$ cat src/rtl/ws2812b_pkg.sv
// Shared types and helpers for the WS2812B frame generator.
// Colours are carried in GRB order, matching what the serial driver shifts out.
package ws2812b_pkg;

  typedef logic [23:0] grb_t;

  typedef enum logic [1:0] {
    MODE_OFF     = 2'd0,
    MODE_SOLID   = 2'd1,
    MODE_RAINBOW = 2'd2,
    MODE_CHASE   = 2'd3
  } mode_e;

  typedef enum logic [1:0] {
    StWaitTick = 2'd0,
    StRender   = 2'd1,
    StCommit   = 2'd2,
    StHold     = 2'd3
  } state_e;

  function automatic grb_t pack_grb(input logic [7:0] r, input logic [7:0] g,
                                    input logic [7:0] b);
    return {g, r, b};
  endfunction

  function automatic logic [7:0] grb_r(input grb_t c);
    return c[15:8];
  endfunction

  function automatic logic [7:0] grb_g(input grb_t c);
    return c[23:16];
  endfunction

  function automatic logic [7:0] grb_b(input grb_t c);
    return c[7:0];
  endfunction

endpackage

$ cat src/rtl/color_wheel.sv
// Combinational colour wheel: 8-bit hue to a fully saturated GRB colour.
// Three linear segments of 85 hue steps each, ramping one channel up and the previous one down.
module color_wheel
  import ws2812b_pkg::*;
(
  input  logic [7:0] i_hue,
  output grb_t       o_grb
);

  logic [7:0] w_off;
  logic [9:0] w_prod;
  logic [7:0] w_up;
  logic [7:0] w_dn;

  always_comb begin
    w_off = i_hue;
    if (i_hue >= 8'd170) begin
      w_off = i_hue - 8'd170;
    end else if (i_hue >= 8'd85) begin
      w_off = i_hue - 8'd85;
    end
  end

  // w_off never exceeds 85, so 3*w_off fits in 8 bits
  assign w_prod = 10'(w_off) * 10'd3;
  assign w_up   = w_prod[7:0];
  assign w_dn   = 8'd255 - w_up;

  always_comb begin
    o_grb = '0;
    if (i_hue < 8'd85) begin
      o_grb = pack_grb(w_dn, w_up, 8'd0);
    end else if (i_hue < 8'd170) begin
      o_grb = pack_grb(8'd0, w_dn, w_up);
    end else begin
      o_grb = pack_grb(w_up, 8'd0, w_dn);
    end
  end

endmodule

$ cat src/rtl/ws2812b_frame_gen.sv
// Renders one GRB word per LED into a shadow buffer on each frame tick, then hands the frame
// to the WS2812B driver with a single start strobe once the driver is idle.
module ws2812b_frame_gen
  import ws2812b_pkg::*;
#(
  parameter int unsigned NUM_LEDS   = 7,
  parameter int unsigned CLK_FREQ   = 25000000,
  parameter int unsigned FRAME_HZ   = 60,
  parameter int unsigned HUE_STEP   = 2,
  parameter int unsigned HUE_SPREAD = 256 / NUM_LEDS
) (
  input  logic                  i_clk,
  input  logic                  i_rst,
  input  logic                  i_enable,
  input  logic [1:0]            i_mode,
  input  logic [23:0]           i_color,
  input  logic [7:0]            i_brightness,
  input  logic                  i_is_refreshing,
  output logic [NUM_LEDS*24-1:0] o_data,
  output logic                  o_start_refresh,
  output logic                  o_frame_drop
);

  localparam int unsigned FRAME_DIV = CLK_FREQ / FRAME_HZ;
  localparam int unsigned CNT_W     = (FRAME_DIV > 1) ? $clog2(FRAME_DIV) : 1;
  localparam int unsigned IDX_W     = (NUM_LEDS > 1) ? $clog2(NUM_LEDS) : 1;

  state_e                r_state;
  state_e                w_state_nxt;
  logic [CNT_W-1:0]      r_tick_cnt;
  logic                  r_pending;
  logic [IDX_W-1:0]      r_idx;
  logic [IDX_W-1:0]      r_chase_pos;
  logic [7:0]            r_base_hue;
  mode_e                 r_mode;
  grb_t                  r_color;
  logic [7:0]            r_bright;
  logic [NUM_LEDS*24-1:0] r_shadow;
  logic [NUM_LEDS*24-1:0] r_data;
  logic                  r_start_refresh;
  logic                  r_frame_drop;

  logic                  w_tick;
  logic                  w_latch;
  logic                  w_commit;
  logic                  w_last_idx;
  logic                  w_busy;
  logic [7:0]            w_hue;
  grb_t                  w_wheel;
  grb_t                  w_raw;
  grb_t                  w_led;

  assign w_tick     = (r_tick_cnt == '0);
  assign w_last_idx = (r_idx == IDX_W'(NUM_LEDS - 1));
  assign w_busy     = (r_state != StWaitTick);
  assign w_hue      = r_base_hue + 8'(32'(r_idx) * HUE_SPREAD);

  color_wheel u_color_wheel (
    .i_hue (w_hue),
    .o_grb (w_wheel)
  );

  function automatic logic [7:0] scale8(input logic [7:0] c, input logic [7:0] b);
    logic [15:0] prod;
    prod = 16'(c) * (16'(b) + 16'd1);
    return prod[15:8];
  endfunction

  always_comb begin
    w_raw = '0;
    unique case (r_mode)
      MODE_OFF:     w_raw = '0;
      MODE_SOLID:   w_raw = r_color;
      MODE_RAINBOW: w_raw = w_wheel;
      MODE_CHASE:   w_raw = (r_idx == r_chase_pos) ? r_color : '0;
      default:      w_raw = '0;
    endcase
    w_led = pack_grb(scale8(grb_r(w_raw), r_bright), scale8(grb_g(w_raw), r_bright),
                     scale8(grb_b(w_raw), r_bright));
  end

  always_comb begin
    w_state_nxt = r_state;
    w_latch     = 1'b0;
    w_commit    = 1'b0;
    case (r_state)
      StWaitTick: begin
        if ((w_tick || r_pending) && i_enable) begin
          w_latch     = 1'b1;
          w_state_nxt = StRender;
        end
      end
      StRender: begin
        if (w_last_idx) w_state_nxt = StCommit;
      end
      StCommit: begin
        if (!i_is_refreshing) begin
          w_commit    = 1'b1;
          w_state_nxt = StHold;
        end
      end
      StHold:   w_state_nxt = StWaitTick;
      default:  w_state_nxt = StWaitTick;
    endcase
  end

  always_ff @(posedge i_clk) begin
    if (i_rst) begin
      r_state         <= StWaitTick;
      r_tick_cnt      <= CNT_W'(FRAME_DIV - 1);
      r_pending       <= 1'b0;
      r_idx           <= '0;
      r_chase_pos     <= '0;
      r_base_hue      <= 8'd0;
      r_mode          <= MODE_OFF;
      r_color         <= '0;
      r_bright        <= 8'd0;
      r_data          <= '0;
      r_start_refresh <= 1'b0;
      r_frame_drop    <= 1'b0;
    end else begin
      r_state         <= w_state_nxt;
      r_tick_cnt      <= w_tick ? CNT_W'(FRAME_DIV - 1) : r_tick_cnt - 1'b1;
      r_start_refresh <= w_commit;
      // One tick may queue behind a frame in flight; a second one is dropped
      r_frame_drop    <= w_tick && w_busy && r_pending;
      if (w_latch) begin
        r_pending <= 1'b0;
      end else if (w_tick && w_busy) begin
        r_pending <= 1'b1;
      end
      if (w_latch) begin
        r_mode   <= mode_e'(i_mode);
        r_color  <= i_color;
        r_bright <= i_brightness;
        r_idx    <= '0;
      end else if (r_state == StRender && !w_last_idx) begin
        r_idx <= r_idx + 1'b1;
      end
      if (w_commit) begin
        r_data <= r_shadow;
        if (r_mode == MODE_RAINBOW) r_base_hue <= r_base_hue + 8'(HUE_STEP);
        if (r_mode == MODE_CHASE) begin
          r_chase_pos <= (r_chase_pos == IDX_W'(NUM_LEDS - 1)) ? '0 : r_chase_pos + 1'b1;
        end
      end
    end
  end

  always_ff @(posedge i_clk) begin
    if (r_state == StRender) begin
      r_shadow[32'(r_idx) * 24 +: 24] <= w_led;
    end
  end

  assign o_data          = r_data;
  assign o_start_refresh = r_start_refresh;
  assign o_frame_drop    = r_frame_drop;

endmodule

$ cat config.mk
export PLATFORM = sky130hd
export DESIGN_NAME = ws2812b_frame_gen
export DESIGN_NICKNAME = d
export VERILOG_FILES = /design/src/rtl/ws2812b_pkg.sv /design/src/rtl/color_wheel.sv /design/src/rtl/ws2812b_frame_gen.sv
export SDC_FILE = /design/constraint.sdc
export NUM_CORES = 1
export LEC_CHECK = 0
export BUFFER_PORTS_ARGS = -buffer_cell sky130_fd_sc_hd__buf_2
export CAP_MARGIN = 20
export CORE_ASPECT_RATIO = 1.25
export CORE_MARGIN = 3
export CORE_UTILIZATION = 62
export CTS_CLUSTER_DIAMETER = 60
export DETAILED_ROUTE_END_ITERATION = 10
export GPL_TIMING_DRIVEN = 0
export PLACE_DENSITY = 0.93
export SETUP_SLACK_MARGIN = 0.05
export SLEW_MARGIN = 5
export SYNTH_ARGS = -nofsm -noshare
export SYNTH_HDL_FRONTEND = slang
export SYNTH_HIERARCHICAL = 1
export SYNTH_SLANG_ARGS = --single-unit
$ cat constraint.sdc
create_clock -name i_clk -period 14.2 [get_ports i_clk]
set_input_delay 1.42 -clock i_clk [delete_from_list [all_inputs] [get_ports i_clk]]
set_output_delay 1.42 -clock i_clk [all_outputs]
set_load 0.02 [all_outputs]
Word-level counts from Yosys, hierarchy flattened
Index checks and enable logic that the tools add are counted.

Register bits: 408. Output and inout port bits: 170.

Add/sub/neg operators: 10. Multiply operators: 6. Order comparisons: 4. Equality and inequality tests: 12. Shift-type cells: 2. Muxes and demuxes: 16. Reductions and logical operators: 15.

Operators by type and width (count): bitwise mux 168 bit (1); variable shift 24 x 34 -> 168 bit (first input constant) (1); indexed part select 24 x 34 -> 168 bit (1); case mux 24 bit (4 select lines) (1); 2-to-1 mux 24 bit (3); negator 8 -> 34 bit (1); multiplier 8 x 16 -> 16 bit (2); zero test 19 bit (1); subtractor 19 x 1 -> 19 bit (second input constant) (1); multiplier 8 x 9 -> 16 bit (1); 2-to-1 mux 8 bit (2); adder 8 x 1 -> 9 bit (second input constant) (1); adder 8 x 2 -> 8 bit (second input constant) (1); adder 8 bit (1); equality test 2 bit (second input constant) (4); >= comparator 8 x 7 -> 1 bit (second input constant) (1); >= comparator 8 bit (second input constant) (1); < comparator 8 x 7 -> 1 bit (second input constant) (1); < comparator 8 bit (second input constant) (1); multiplier 8 x 2 -> 8 bit (second input constant) (1); case mux 2 bit (4 select lines) (1); subtractor 8 x 7 -> 8 bit (second input constant) (1); subtractor 8 bit (first input constant) (1); subtractor 8 bit (second input constant) (1); other kinds (18) (34).

Logic depth before layout (Yosys ltp)
Gate-level depths: netlist (run 1).

Depth after elaboration: 13. Gate-level depth with buffers: 45. Gate-level depth less buffers: 44.

Modules after synthesis
The synthesis (run 1) kept the hierarchy.

By module, submodules not included: ws2812b_frame_gen (instances 1, cells an instance 2596, area each 23198.5 sq um, sequential area each 9829.4 sq um); color_wheel (instances 1, cells an instance 166, area each 1191.1 sq um, sequential area each 0.0 sq um).

Least setup slack after synthesis (run 1)
OpenSTA, ideal clock, no wires.

Path kind: reg-to-reg. From: register r_idx[1]. To: register r_shadow[125] (data pin). Setup time: 0.168 ns. Data arrival time: 8.890 ns. Required time: 14.032 ns. Path slack: 5.142 ns. Cell stages (with the launch flop): 38. Path buffers: 1. Period minus slack after synthesis: 9.058 ns. Cells stage by stage: dfxtp_1 -> inv_1 -> fa_1 -> inv_1 -> a21o_1 -> a21oi_1 -> xnor2_1 -> clkbuf_1 -> o21ai_1 -> o32ai_1 -> a21oi_1 -> xnor2_1 -> ha_1 -> a21oi_1 -> o21bai_1 -> a21oi_1 -> o21ai_1 -> xnor2_1 -> (+2 left out) -> a22o_1 -> or2_0 -> and2_1 -> fa_1 -> fa_1 -> fa_1 -> inv_1 -> fa_1 -> inv_1 -> ha_1 -> nand2_1 -> o221ai_1 -> a31o_2 -> o311a_1 -> a21o_1 -> xor2_1 -> a21oi_2 -> a211oi_1.

Word-level cells in the longest chain between the ends: 13.

Ends and longest elaborated chain: from (decl) (RTL line ws2812b_frame_gen.sv:32) `logic [IDX_W-1:0] r_idx;`; from (signal assigned) (RTL line ws2812b_frame_gen.sv:138) `r_idx <= r_idx + 1'b1;`; multiplier 3 x 4 -> 6 bit (*) (RTL line ws2812b_frame_gen.sv:56) `assign w_hue = r_base_hue + 8'(32'(r_idx) * HUE_SPREAD);`; adder 8 bit (*) (RTL line ws2812b_frame_gen.sv:56); via w_hue[6] (RTL line ws2812b_frame_gen.sv:48) `logic [7:0] w_hue;`; subtractor 8 x 7 -> 8 bit / >= comparator 8 x 7 -> 1 bit (equally long branches) (RTL line color_wheel.sv:20, color_wheel.sv:19); 2-to-1 mux 8 bit (RTL line color_wheel.sv:19) `end else if (i_hue >= 8'd85) begin`; 2-to-1 mux 8 bit (RTL line color_wheel.sv:17) `if (i_hue >= 8'd170) begin`; multiplier 8 x 2 -> 8 bit (RTL line color_wheel.sv:25) `assign w_prod = 10'(w_off) * 10'd3;`; subtractor 8 bit (RTL line color_wheel.sv:27) `assign w_dn = 8'd255 - w_up;`; 2-to-1 mux 24 bit (RTL line color_wheel.sv:33) `end else if (i_hue < 8'd170) begin`; 2-to-1 mux 24 bit (*) (RTL line color_wheel.sv:31) `if (i_hue < 8'd85) begin`; via w_wheel[7] (RTL line ws2812b_frame_gen.sv:49) `grb_t w_wheel;`; case mux 24 bit (4 select lines) (*) (RTL line ws2812b_frame_gen.sv:71) `unique case (r_mode)`; multiplier 8 x 9 -> 16 bit (*) (RTL line ws2812b_frame_gen.sv:65) `prod = 16'(c) * (16'(b) + 16'd1);`; indexed part select 24 x 34 -> 168 bit (*) (RTL line ws2812b_frame_gen.sv:152) `r_shadow[32'(r_idx) * 24 +: 24] <= w_led;`; bitwise mux 168 bit (*) (RTL line ws2812b_frame_gen.sv:152); to (signal, indexed assignment) (RTL line ws2812b_frame_gen.sv:152); to (decl) (RTL line ws2812b_frame_gen.sv:38) `logic [NUM_LEDS*24-1:0] r_shadow;`.

Mark *: on every way through the listed nets, which the timed path passes. The rest lies on a longest branch. A chain may end at the register's enable or synchronous reset.

Worst setup path in the final report (run 1)
From: register r_idx[1]. To: register r_shadow[100] (data pin).

RTL lines (RTL line): multiplier 3 x 4 -> 6 bit (*) (ws2812b_frame_gen.sv:56); adder 8 bit (*) (ws2812b_frame_gen.sv:56); via w_hue[6] (ws2812b_frame_gen.sv:48); subtractor 8 x 7 -> 8 bit / >= comparator 8 x 7 -> 1 bit (equally long branches) (color_wheel.sv:20, color_wheel.sv:19); 2-to-1 mux 8 bit (color_wheel.sv:19); 2-to-1 mux 8 bit (color_wheel.sv:17); multiplier 8 x 2 -> 8 bit (color_wheel.sv:25); subtractor 8 bit / 2-to-1 mux 24 bit (equally long branches) (color_wheel.sv:27, color_wheel.sv:33); 2-to-1 mux 24 bit (*) (color_wheel.sv:31); via w_wheel[14] (ws2812b_frame_gen.sv:49); case mux 24 bit (4 select lines) (*) (ws2812b_frame_gen.sv:71); multiplier 8 x 16 -> 16 bit (*) (ws2812b_frame_gen.sv:65); indexed part select 24 x 34 -> 168 bit (*) (ws2812b_frame_gen.sv:152); bitwise mux 168 bit (*) (ws2812b_frame_gen.sv:152).

Marked as above.

==> out/summary.txt, run 1 <==
flops & latches, synth: 407
number of remaining DRC errors: 0
mapped cell area: 0.0244 mm²
Worst EP required: 14.43 ns
fmax: 81.5 MHz
Boundary Pins: 208
CTS resizes: 0
Tmin final: 12.27 ns
Critical Path Source Type: flip-flop
post-synth cell types: 90
Final Skew: 0.0280 ns
Setup TNS: 0 ns
Die W: 183 µm
GR Overflow Total: 0
main area contributors after synthesis: edfxtp_1 21%, dfxtp_1 20%, fa_1 10%, nand2_1 9.2%, ha_1 7.1%
Setup-failing EPs final: 0
vias per cell: 6.36
worst min path class: reg -> reg
antenna viol nets, final: 0
area leader, netlist: edfxtp_1
Seq/Total Area, Yosys: 0.403
Detailed Route Iter0 Violations: 2484
VDD IR-drop max: 94.2 µV
WHS: 0.419 ns
Initial Utilization: 0.633
# rows: 80
Crit path largest cell delay: 1.00 ns
cts bufs inserted: 40
Power per Cell Area: 99.5 mW/mm²
crit-path max FO: 10
Least-Margin Pin Slew: 1.23 ns
Finished Cell Area: 0.0276 mm²
Cells after Synth: 2762
clock-pin slew on the worst setup and hold paths: 0.07 ns
worst r2r path cells: 40
HPWL Detailed: 67.8 mm
clock sinks: 407
share of layout cells above drive strength 1: 0.117
Routed wire per std cell: 25.3 µm
RD Place Congestion: 1.13
Slew headroom: 0.175
Main synth FF type: dfxtp_1
Post-synth ARST share: 0
worst skew pair latency: 0.57 ns
CTS root buffer: clkbuf_16
pin count of the biggest net entering global routing: 17
period utilisation layout: 0.864
H-tree Lvls: 2
Worst setup startpoint: r_idx[1]$_SDFFE_PP0P_
port bufs: 206
CTS Hold Bufs: 0
routed vias: 22600
die height: 228 µm
total track usage: 0.424
Area Growth Syn to Fin: 13.0%
Fin. Hold Viols: 0
Max Slew Vio Count: 0
r2r endpoint: r_shadow[100]$_DFFE_PP_
Leakage Power: 11.4 nW
TritonCTS clock tree: built
reg-to-reg slack, setup: 1.93 ns
DRT Pass-1 Iters: 7
Mapped Avg Cell Area: 8.83 µm²
worst setup path endpoint: r_shadow[100]$_DFFE_PP_
Die Footprint: 0.0418 mm²
Max-cap violations: 0
post-synth top area share: 0.207
Setup Fix Bufs, Post-CTS: 0
CP max stage cell: a211oi_1
NumNets Final: 3335
outcome: finished, final reports clean
CTS max path bufs: 3
crit path DAT: 12.49 ns
RSZ-0062 raised after global routing: no
final WL: 90.2 mm
yosys warns: 6
CP endpoint kind: flip-flop
vias in the first global route: 23100
core area: 0.0385 mm²
EDFF count, synth: 168
FF-to-FF Start: r_idx[1]$_SDFFE_PP0P_
initial antenna violation count: 4
placed inst area: 0.0262 mm²
Setup Crit Path Kind: reg -> reg
first-pass GRT wire length: 134 mm
-- where the power goes --
group          internal [mW]  total (mW)  switching, mW  leakage (nW)
registers               1.23        1.24         0.0101          3.76
clock network          0.577        1.05          0.476         0.631
logic                  0.103       0.445          0.342          6.99
total                   1.91        2.74          0.828          11.4
-- worst max-delay path: cells and delay by family (launching register included) --
| kind | cells | cell delay (ns) |
|---|---|---|
| AO/OA/AOI/OAI | 12 | 3.51 |
| XOR/XNOR | 4 | 1.72 |
| adder cells (fa/ha/maj) | 8 | 3.53 |
| buffers and inverters | 6 | 0.89 |
| flip-flops | 1 | 0.57 |
| multiplexers | 2 | 0.35 |
| AND/OR/NAND/NOR | 8 | 1.33 |
-- cell type report --
class	instances	area [µm²]
multi-input cells	2026	13300
fillers	2720	11000
flip-flops and latches	407	9830
repair buffers	228	1200
clock buffers	52	1100
inverters	190	713
well taps	492	616
plain buffers	142	577
clock inverters	22	206
diodes	1	2.50
-- stage by stage --
| stage | cells | power, mW | utilization | setup slack [ns] |
|---|---|---|---|---|
| after floorplan | 2765 | 1.52 | - | 5.14 |
| after global placement | 3463 | 1.68 | 0.676 | 1.80 |
| after detailed placement | 3479 | 1.68 | 0.680 | 2.56 |
| after CTS | 3553 | 2.71 | 0.714 | 2.52 |
| after global routing | 3559 | 2.80 | 0.715 | 1.73 |
| final | 3560 | 2.74 | 0.715 | 1.93 |
-- cell usage after synthesis, drive strengths merged, types with 17 or more instances --
cell type  number
nand2         601
nor2          306
a21oi         267
dfxtp         239
inv           188
edfxtp        168
ha            139
clkbuf        127
fa            123
xnor2          60
o21ai          51
o22ai          45
nor3           39
xor2           31
and2           28
a22oi          25
nand3          25
or2            24
nor2b          23
mux2i          20
nand2b         17
-- cells in the final DEF, fill, tap and decap left out, types with 8 or more instances in the layout --
master and instances:
a211oi_1 13, a21o_1 12, a21oi_1 266, a22o_1 8, a22oi_1 25, and2_1 28
and3_1 9, buf_2 215, buf_4 13, buf_6 8, clkbuf_1 135, clkbuf_16 41
dfxtp_1 239, edfxtp_1 168, fa_1 123, ha_1 139, inv_1 188, mux2i_1 20
nand2_1 601, nand2b_1 17, nand3_1 25, nand4_1 8, nor2_1 303, nor2b_1 23
nor3_1 37, o21a_1 9, o21ai_0 46, o22ai_1 45, o32ai_1 13, or2_2 22
or3_1 14, xnor2_1 57, xor2_1 30
-- worst min path at each step --
stage / depth (start not counted) / end / from / slack, ns
floorplan: 1 / r_tick_cnt[0]$_SDFF_PP1_ / r_tick_cnt[0]$_SDFF_PP1_ / 0.37
global placement: 1 / r_tick_cnt[0]$_SDFF_PP1_ / r_tick_cnt[0]$_SDFF_PP1_ / 0.37
detailed placement: 1 / r_tick_cnt[0]$_SDFF_PP1_ / r_tick_cnt[0]$_SDFF_PP1_ / 0.39
CTS: 1 / r_tick_cnt[0]$_SDFF_PP1_ / r_tick_cnt[0]$_SDFF_PP1_ / 0.42
global route: 1 / r_tick_cnt[0]$_SDFF_PP1_ / r_tick_cnt[0]$_SDFF_PP1_ / 0.45
finish: 1 / r_tick_cnt[0]$_SDFF_PP1_ / r_tick_cnt[0]$_SDFF_PP1_ / 0.42
-- layer usage --
metal,global-route usage,vias up,share of wire
met4,0.365,6,0.11
met2,0.725,1509,0.48
met5,0,-,0.00054
li1,-,9825,-
met3,0.0889,506,0.085
met1,0.437,10800,0.32
-- kinds of logic (layout without fill, tap and decap cells) --
family,after synthesis,after routing,share of synthesized area
fa+ha+maj,262,262,0.172
mux,25,25,0.0105
other cells,1,5,0.000154
xor+xnor,92,92,0.0343
simple gates,1125,1125,0.196
flops,407,407,0.403
compound gates,518,518,0.131
buf+inv,332,634,0.0529
-- registers in the layout (all words and copies together) (netlist names) --
signal	cells
o_start_refresh	1
r_base_hue	7
o_frame_drop	1
r_chase_pos	3
r_tick_cnt	19
r_state	2
r_color	24
r_shadow	168
r_idx	3
r_pending	1
r_bright	8
r_mode	2
o_data	168
No activity file was read; power rests on OpenSTA's default activity.
==> inputs of run 2 (changes only) <==
--- a/config.mk
+++ b/config.mk
@@ -9,11 +9,11 @@
 export CAP_MARGIN = 20
 export CORE_ASPECT_RATIO = 1.25
 export CORE_MARGIN = 3
-export CORE_UTILIZATION = 62
+export CORE_UTILIZATION = 58
 export CTS_CLUSTER_DIAMETER = 60
 export DETAILED_ROUTE_END_ITERATION = 10
 export GPL_TIMING_DRIVEN = 0
-export PLACE_DENSITY = 0.93
+export PLACE_DENSITY = 0.89
 export SETUP_SLACK_MARGIN = 0.05
 export SLEW_MARGIN = 5
 export SYNTH_ARGS = -nofsm -noshare
==> run 2 against run 1 <==
Effect of this change:
- non-clock buffer count is 1 higher
- via count is 2.9% lower
- sequential share of layout area hardly changed
- fmax is 1.1% higher
- worst setup slack better by 0.13 ns
- flip-flop and latch count stayed put
- clock power hardly changed
- core utilization is 4.8 points lower
- count of clock-buffer cells in the layout is 6 higher
- sequential power hardly changed
- critical path depth stayed put
- critical endpoint is now r_shadow[77]$_DFFE_PP_
- largest power group unchanged
==> out/summary.txt, run 2 (synthesis results as in run 1) <==
Max Slew Vio Count: 0
Final Skew: 0.0214 ns
outcome: finished, final reports clean
routed vias: 22000
core area: 0.0413 mm²
antenna viol nets, final: 0
period utilisation layout: 0.854
Fin. Hold Viols: 0
CP endpoint kind: flip-flop
Setup-failing EPs final: 0
RSZ-0062 raised after global routing: no
total power: 2.71 mW
Routed wire per std cell: 24.3 µm
fmax: 82.4 MHz
RD Place Congestion: 1.06
NumNets Final: 3335
DRT Pass-1 Iters: 8
Placed Cells incl. Taps: 3539
GR Overflow Total: 0
pre-CTS WS: 2.43 ns
Critical Path Source Type: flip-flop
Tmin final: 12.13 ns
Setup TNS: 0 ns
worst min path class: reg -> reg
Finished Cell Area: 0.0276 mm²
Leakage Power: 11.4 nW
Die W: 189 µm
clock sinks: 407
vias in the first global route: 22100
crit path DAT: 12.40 ns
Boundary Pins: 208
total track usage: 0.388
Detailed Route Iter0 Violations: 2303
WHS: 0.405 ns
clock-pin slew on the worst setup and hold paths: 0.06 ns
first-pass GRT wire length: 131 mm
Worst EP required: 14.46 ns
pin count of the biggest net entering global routing: 17
share of layout cells above drive strength 1: 0.117
Least-Margin Pin Slew: 1.23 ns
CTS resizes: 0
CTS root buffer: clkbuf_16
Max-cap violations: 0
TritonCTS clock tree: built
crit-path max FO: 10
initial antenna violation count: 1
port bufs: 206
Crit path largest cell delay: 0.78 ns
post-layout util: 0.667
vias per cell: 6.07
cts bufs inserted: 39
Slew headroom: 0.173
VDD IR-drop max: 119 µV
HPWL Detailed: 68.3 mm
Power per Cell Area: 98.2 mW/mm²
CTS max path bufs: 3
Initial Utilization: 0.590
most used cell, CP: inv_1
H-tree Lvls: 2
Setup Crit Path Kind: reg -> reg
die height: 235 µm
most common cell after layout, fill and taps aside: nand2_1
CTS Hold Bufs: 0
Area Growth Syn to Fin: 13.1%
Setup Fix Bufs, Post-CTS: 0
final WL: 88.0 mm
min setup slack post-route: 2.07 ns
# rows: 83
placed inst area: 0.0263 mm²
most frequent cells in the layout: 601 x nand2_1, 303 x nor2_1, 266 x a21oi_1
Cell Count, Final, Fillers Out: 3618
Die Footprint: 0.0446 mm²
worst skew pair latency: 0.57 ns
number of remaining DRC errors: 0
CP max stage cell: a221oi_1
==> run 2: cell count changes in the layout (fill, tap and decap cells not counted), moves of 3 or more <==
cell | before | now
clkbuf_2 | 0 | 4
clkbuf_8 | 3 | 7
buf_4 | 13 | 16
buf_6 | 8 | 5
clkinv_1 | 5 | 2
inv_8 | 0 | 3
==> run 2: path summary, 6_finish.rpt <==
check	startpoint	to	slack [ns]	cells after the start
worst max-delay path	r_idx[1]$_SDFFE_PP0P_	r_shadow[77]$_DFFE_PP_	2.07	40
worst min-delay path	r_tick_cnt[0]$_SDFF_PP1_	r_tick_cnt[0]$_SDFF_PP1_	0.41	1
worst max register to register	r_idx[1]$_SDFFE_PP0P_	r_shadow[77]$_DFFE_PP_	2.07	40
worst min register to register	r_tick_cnt[0]$_SDFF_PP1_	r_tick_cnt[0]$_SDFF_PP1_	0.41	1
==> run 2: critical path: cells and delay by family (launching register included) <==
family          cells  cell delay (ns)
flops               1             0.59
simple gates        6             1.51
xor+xnor            3             0.93
mux                 2             0.37
fa+ha+maj           8             3.55
compound gates     13             3.54
buf+inv             8             1.31
==> run 2: power breakdown <==
part / switching (mW) / internal (mW) / total [mW]
registers: 0.00934 / 1.23 / 1.24
logic: 0.338 / 0.102 / 0.441
clock network: 0.455 / 0.569 / 1.02
total: 0.803 / 1.91 / 2.71
==> run 2: final cells by class <==
type | count | area (µm²)
inverter | 190 | 713
sequential | 407 | 9830
antenna | 1 | 2.50
multi-input combinational | 2026 | 13300
buffer | 142 | 577
clock buffer | 58 | 1140
clock inverter | 13 | 131
fill | 3330 | 13700
timing repair buffer | 229 | 1190
tap | 552 | 691
==> run 2: metal layers <==
metal  track usage  vias up  wire length (µm)
li1              -     9827                 -
met1         0.417    10500             29600
met2         0.667     1228             43100
met3        0.0632      387              6550
met4         0.319        2              8710
met5             0        -                13
==> inputs of run 3 (changes only) <==
--- a/config.mk
+++ b/config.mk
@@ -5,6 +5,7 @@
 export SDC_FILE = /design/constraint.sdc
 export NUM_CORES = 1
 export LEC_CHECK = 0
+export ABC_AREA = 1
 export BUFFER_PORTS_ARGS = -buffer_cell sky130_fd_sc_hd__buf_2
 export CAP_MARGIN = 20
 export CORE_ASPECT_RATIO = 1.25
@@ -18,5 +19,4 @@
 export SLEW_MARGIN = 5
 export SYNTH_ARGS = -nofsm -noshare
 export SYNTH_HDL_FRONTEND = slang
-export SYNTH_HIERARCHICAL = 1
 export SYNTH_SLANG_ARGS = --single-unit
==> run 3 against run 2 <==
Effect of this change:
- cell area rose by 2.1%
- sequential share of layout area fell by 0.73 points
- clock skew rose by 0.0084 ns
- sequential power rose by 14%
- register-to-register slack improved by 2.2 ns
- cell count rose by 9.7%
- critical endpoint is now r_shadow[167]$_DFFE_PP_
- highest routed layer is now met4
==> out/summary.txt, run 3 <==
clock sinks: 407
Max-cap violations: 0
Hold Path Stages: 2
most used cell, CP: nand2_1
clock-pin slew on the worst setup and hold paths: 0.08 ns
CP max stage cell: dfxtp_1
CTS resizes: 0
most common cell after layout, fill and taps aside: nor2_1
post-synth cell types: 59
Fin. Hold Viols: 0
Mapped Avg Cell Area: 8.02 µm²
yosys warns: 0
pre-CTS WS: 4.53 ns
Finished Cell Area: 0.0282 mm²
die height: 238 µm
fmax: 100 MHz
Leakage Power: 12.4 nW
first-pass GRT wire length: 124 mm
main area contributors after synthesis: edfxtp_1 20%, dfxtp_1 19%, nor2_1 10%, fa_1 9.7%, ha_1 6.9%
Setup-failing EPs final: 0
Setup TNS: 0 ns
worst r2r path cells: 50
Adder-Cell Fraction of Synth Area: 0.166
Least-Margin Pin Slew: 1.10 ns
worst min path class: reg -> reg
outcome: finished, final reports clean
# rows: 84
RD Place Congestion: 1.04
Critical Path Source Type: flip-flop
reg-to-reg slack, setup: 4.24 ns
min setup slack post-route: 4.24 ns
Slew headroom: 0.259
Final Skew: 0.0299 ns
core area: 0.0424 mm²
HPWL Detailed: 62.9 mm
RSZ-0062 raised after global routing: no
Synth top cells by count: 682 x nor2_1, 404 x nand2_1, 386 x inv_1
pin count of the biggest net entering global routing: 17
antenna viol nets, final: 0
total power: 3.96 mW
Main synth FF type: dfxtp_1
final WL: 81.6 mm
GR Overflow Total: 0
Worst EP required: 14.56 ns
period utilisation layout: 0.702
Cells after Synth: 3126
flops & latches, synth: 407
crit-path max FO: 10
CTS Hold Bufs: 0
Compound-Gate Fraction of Synth Area: 0.108
Die Footprint: 0.0458 mm²
number of remaining DRC errors: 0
NumNets Final: 3678
diode count: 0
placed inst area: 0.0269 mm²
multiplexer area fraction after synthesis: 0
cts bufs inserted: 38
TritonCTS clock tree: built
most frequent cells in the layout: 682 x nor2_1, 404 x nand2_1, 386 x inv_1
Initial Utilization: 0.592
post-synth top area share: 0.201
Synthesized Nets: 3424
mapped cell area: 0.0251 mm²
CTS max path bufs: 3
Die W: 192 µm
Setup Crit Path Kind: reg -> reg
total track usage: 0.353
Post-Synth Simple-Gate Area: 0.230
Tmin final: 9.96 ns
FF-to-FF Start: r_idx[0]$_SDFFE_PP0P_
Routed wire per std cell: 20.6 µm
Hold Path Sink: r_color[23]$_SDFFE_PP0P_
largest family of logic cells by synthesized area: simple AND/OR/NAND/NOR gates
initial antenna violation count: 0
Area Growth Syn to Fin: 12.3%
XOR/XNOR Fraction of Synth Area: 0.0180
Detailed Route Iter0 Violations: 2510
Post-synth ARST share: 0
vias per cell: 5.82
Power per Cell Area: 141 mW/mm²
min-delay src: r_color[23]$_SDFFE_PP0P_
vias in the first global route: 22700
area leader, netlist: edfxtp_1
CP endpoint kind: flip-flop
top-count cell post-synth: nor2_1
Setup Fix Bufs, Post-CTS: 0
worst skew pair latency: 0.56 ns
r2r endpoint: r_shadow[167]$_DFFE_PP_
share of layout cells above drive strength 1: 0.126
CTS root buffer: clkbuf_16
Max Slew Vio Count: 0
VDD IR-drop max: 119 µV
Seq/Total Area, Yosys: 0.392
Boundary Pins: 208
port bufs: 207
DRT Pass-1 Iters: 8
Crit path largest cell delay: 0.57 ns
crit path DAT: 10.33 ns
H-tree Lvls: 2
routed vias: 23100
EDFF count, synth: 168
post-layout util: 0.665
## run 3: cell types whose count changed in the layout (fill, tap and decap cells not counted), sizes merged, moves of 28 or more
cell,previous run,this run
inv,193,410
nor2,306,696
xnor2,60,23
nand3,25,125
o21ai,51,312
a21oi,267,125
and2,28,0
nand2,601,450
## run 3: final cells by class
| cell class | instances | area (µm²) |
|---|---|---|
| repair buffers | 214 | 1090 |
| clock inverters | 15 | 166 |
| multi-input cells | 2164 | 13100 |
| clock buffers | 55 | 1120 |
| flip-flops and latches | 407 | 9830 |
| inverters | 414 | 1560 |
| plain buffers | 141 | 584 |
| well taps | 559 | 699 |
| fillers | 3357 | 14200 |
## run 3: logic make-up (layout without fill, tap and decap cells)
family / Yosys count / in the layout
XOR/XNOR: 49 / 49
AO/OA/AOI/OAI: 499 / 499
buffers and inverters: 555 / 839
AND/OR/NAND/NOR: 1356 / 1356
adder cells (fa/ha/maj): 260 / 260
flip-flops: 407 / 407
## run 3: how the worst max path moves through the flow
| stage | from | endpoint | slack, ns |
|---|---|---|---|
| floorplan | r_idx[0]$_SDFFE_PP0P_ | r_shadow[151]$_DFFE_PP_ | 6.19 |
| global placement | r_idx[0]$_SDFFE_PP0P_ | r_shadow[23]$_DFFE_PP_ | 4.68 |
| detailed placement | r_idx[0]$_SDFFE_PP0P_ | r_shadow[23]$_DFFE_PP_ | 4.53 |
| CTS | r_idx[0]$_SDFFE_PP0P_ | r_shadow[167]$_DFFE_PP_ | 4.41 |
| global route | r_idx[0]$_SDFFE_PP0P_ | r_shadow[167]$_DFFE_PP_ | 3.72 |
| finish | r_idx[0]$_SDFFE_PP0P_ | r_shadow[167]$_DFFE_PP_ | 4.24 |
## run 3: report_power, final
group / internal, mW / leakage (nW) / total (mW) / switching, mW
combinational: 0.341 / 8.46 / 1.50 / 1.16
sequential: 1.34 / 3.36 / 1.41 / 0.0638
clock: 0.593 / 0.622 / 1.05 / 0.457
## run 3: routing by layer
layer  share of wire  vias up  global-route usage  wire [µm]
met2            0.48     1422               0.600      39000
met4           0.095        0               0.274       7800
li1                -    10500                   -          -
met3           0.080      384              0.0513       6500
met1            0.35    10700               0.397      28400
met5               0        -                   0          0
## run 3: stage by stage
step | hold slack (ns) | cells
2_1_floorplan | 0.418 | 3126
3_3_place_gp | 0.435 | 3892
3_5_place_dp | 0.440 | 3895
4_1_cts | 0.449 | 3965
5_1_grt | 0.470 | 3969
6_report | 0.449 | 3969
## run 3: worst max-delay path, delay by kind of cell, from the launching register on
family	cells	cell delay [ns]
fa+ha+maj	9	3.89
simple gates	27	3.35
buf+inv	10	0.99
compound gates	4	0.93
flops	1	0.57
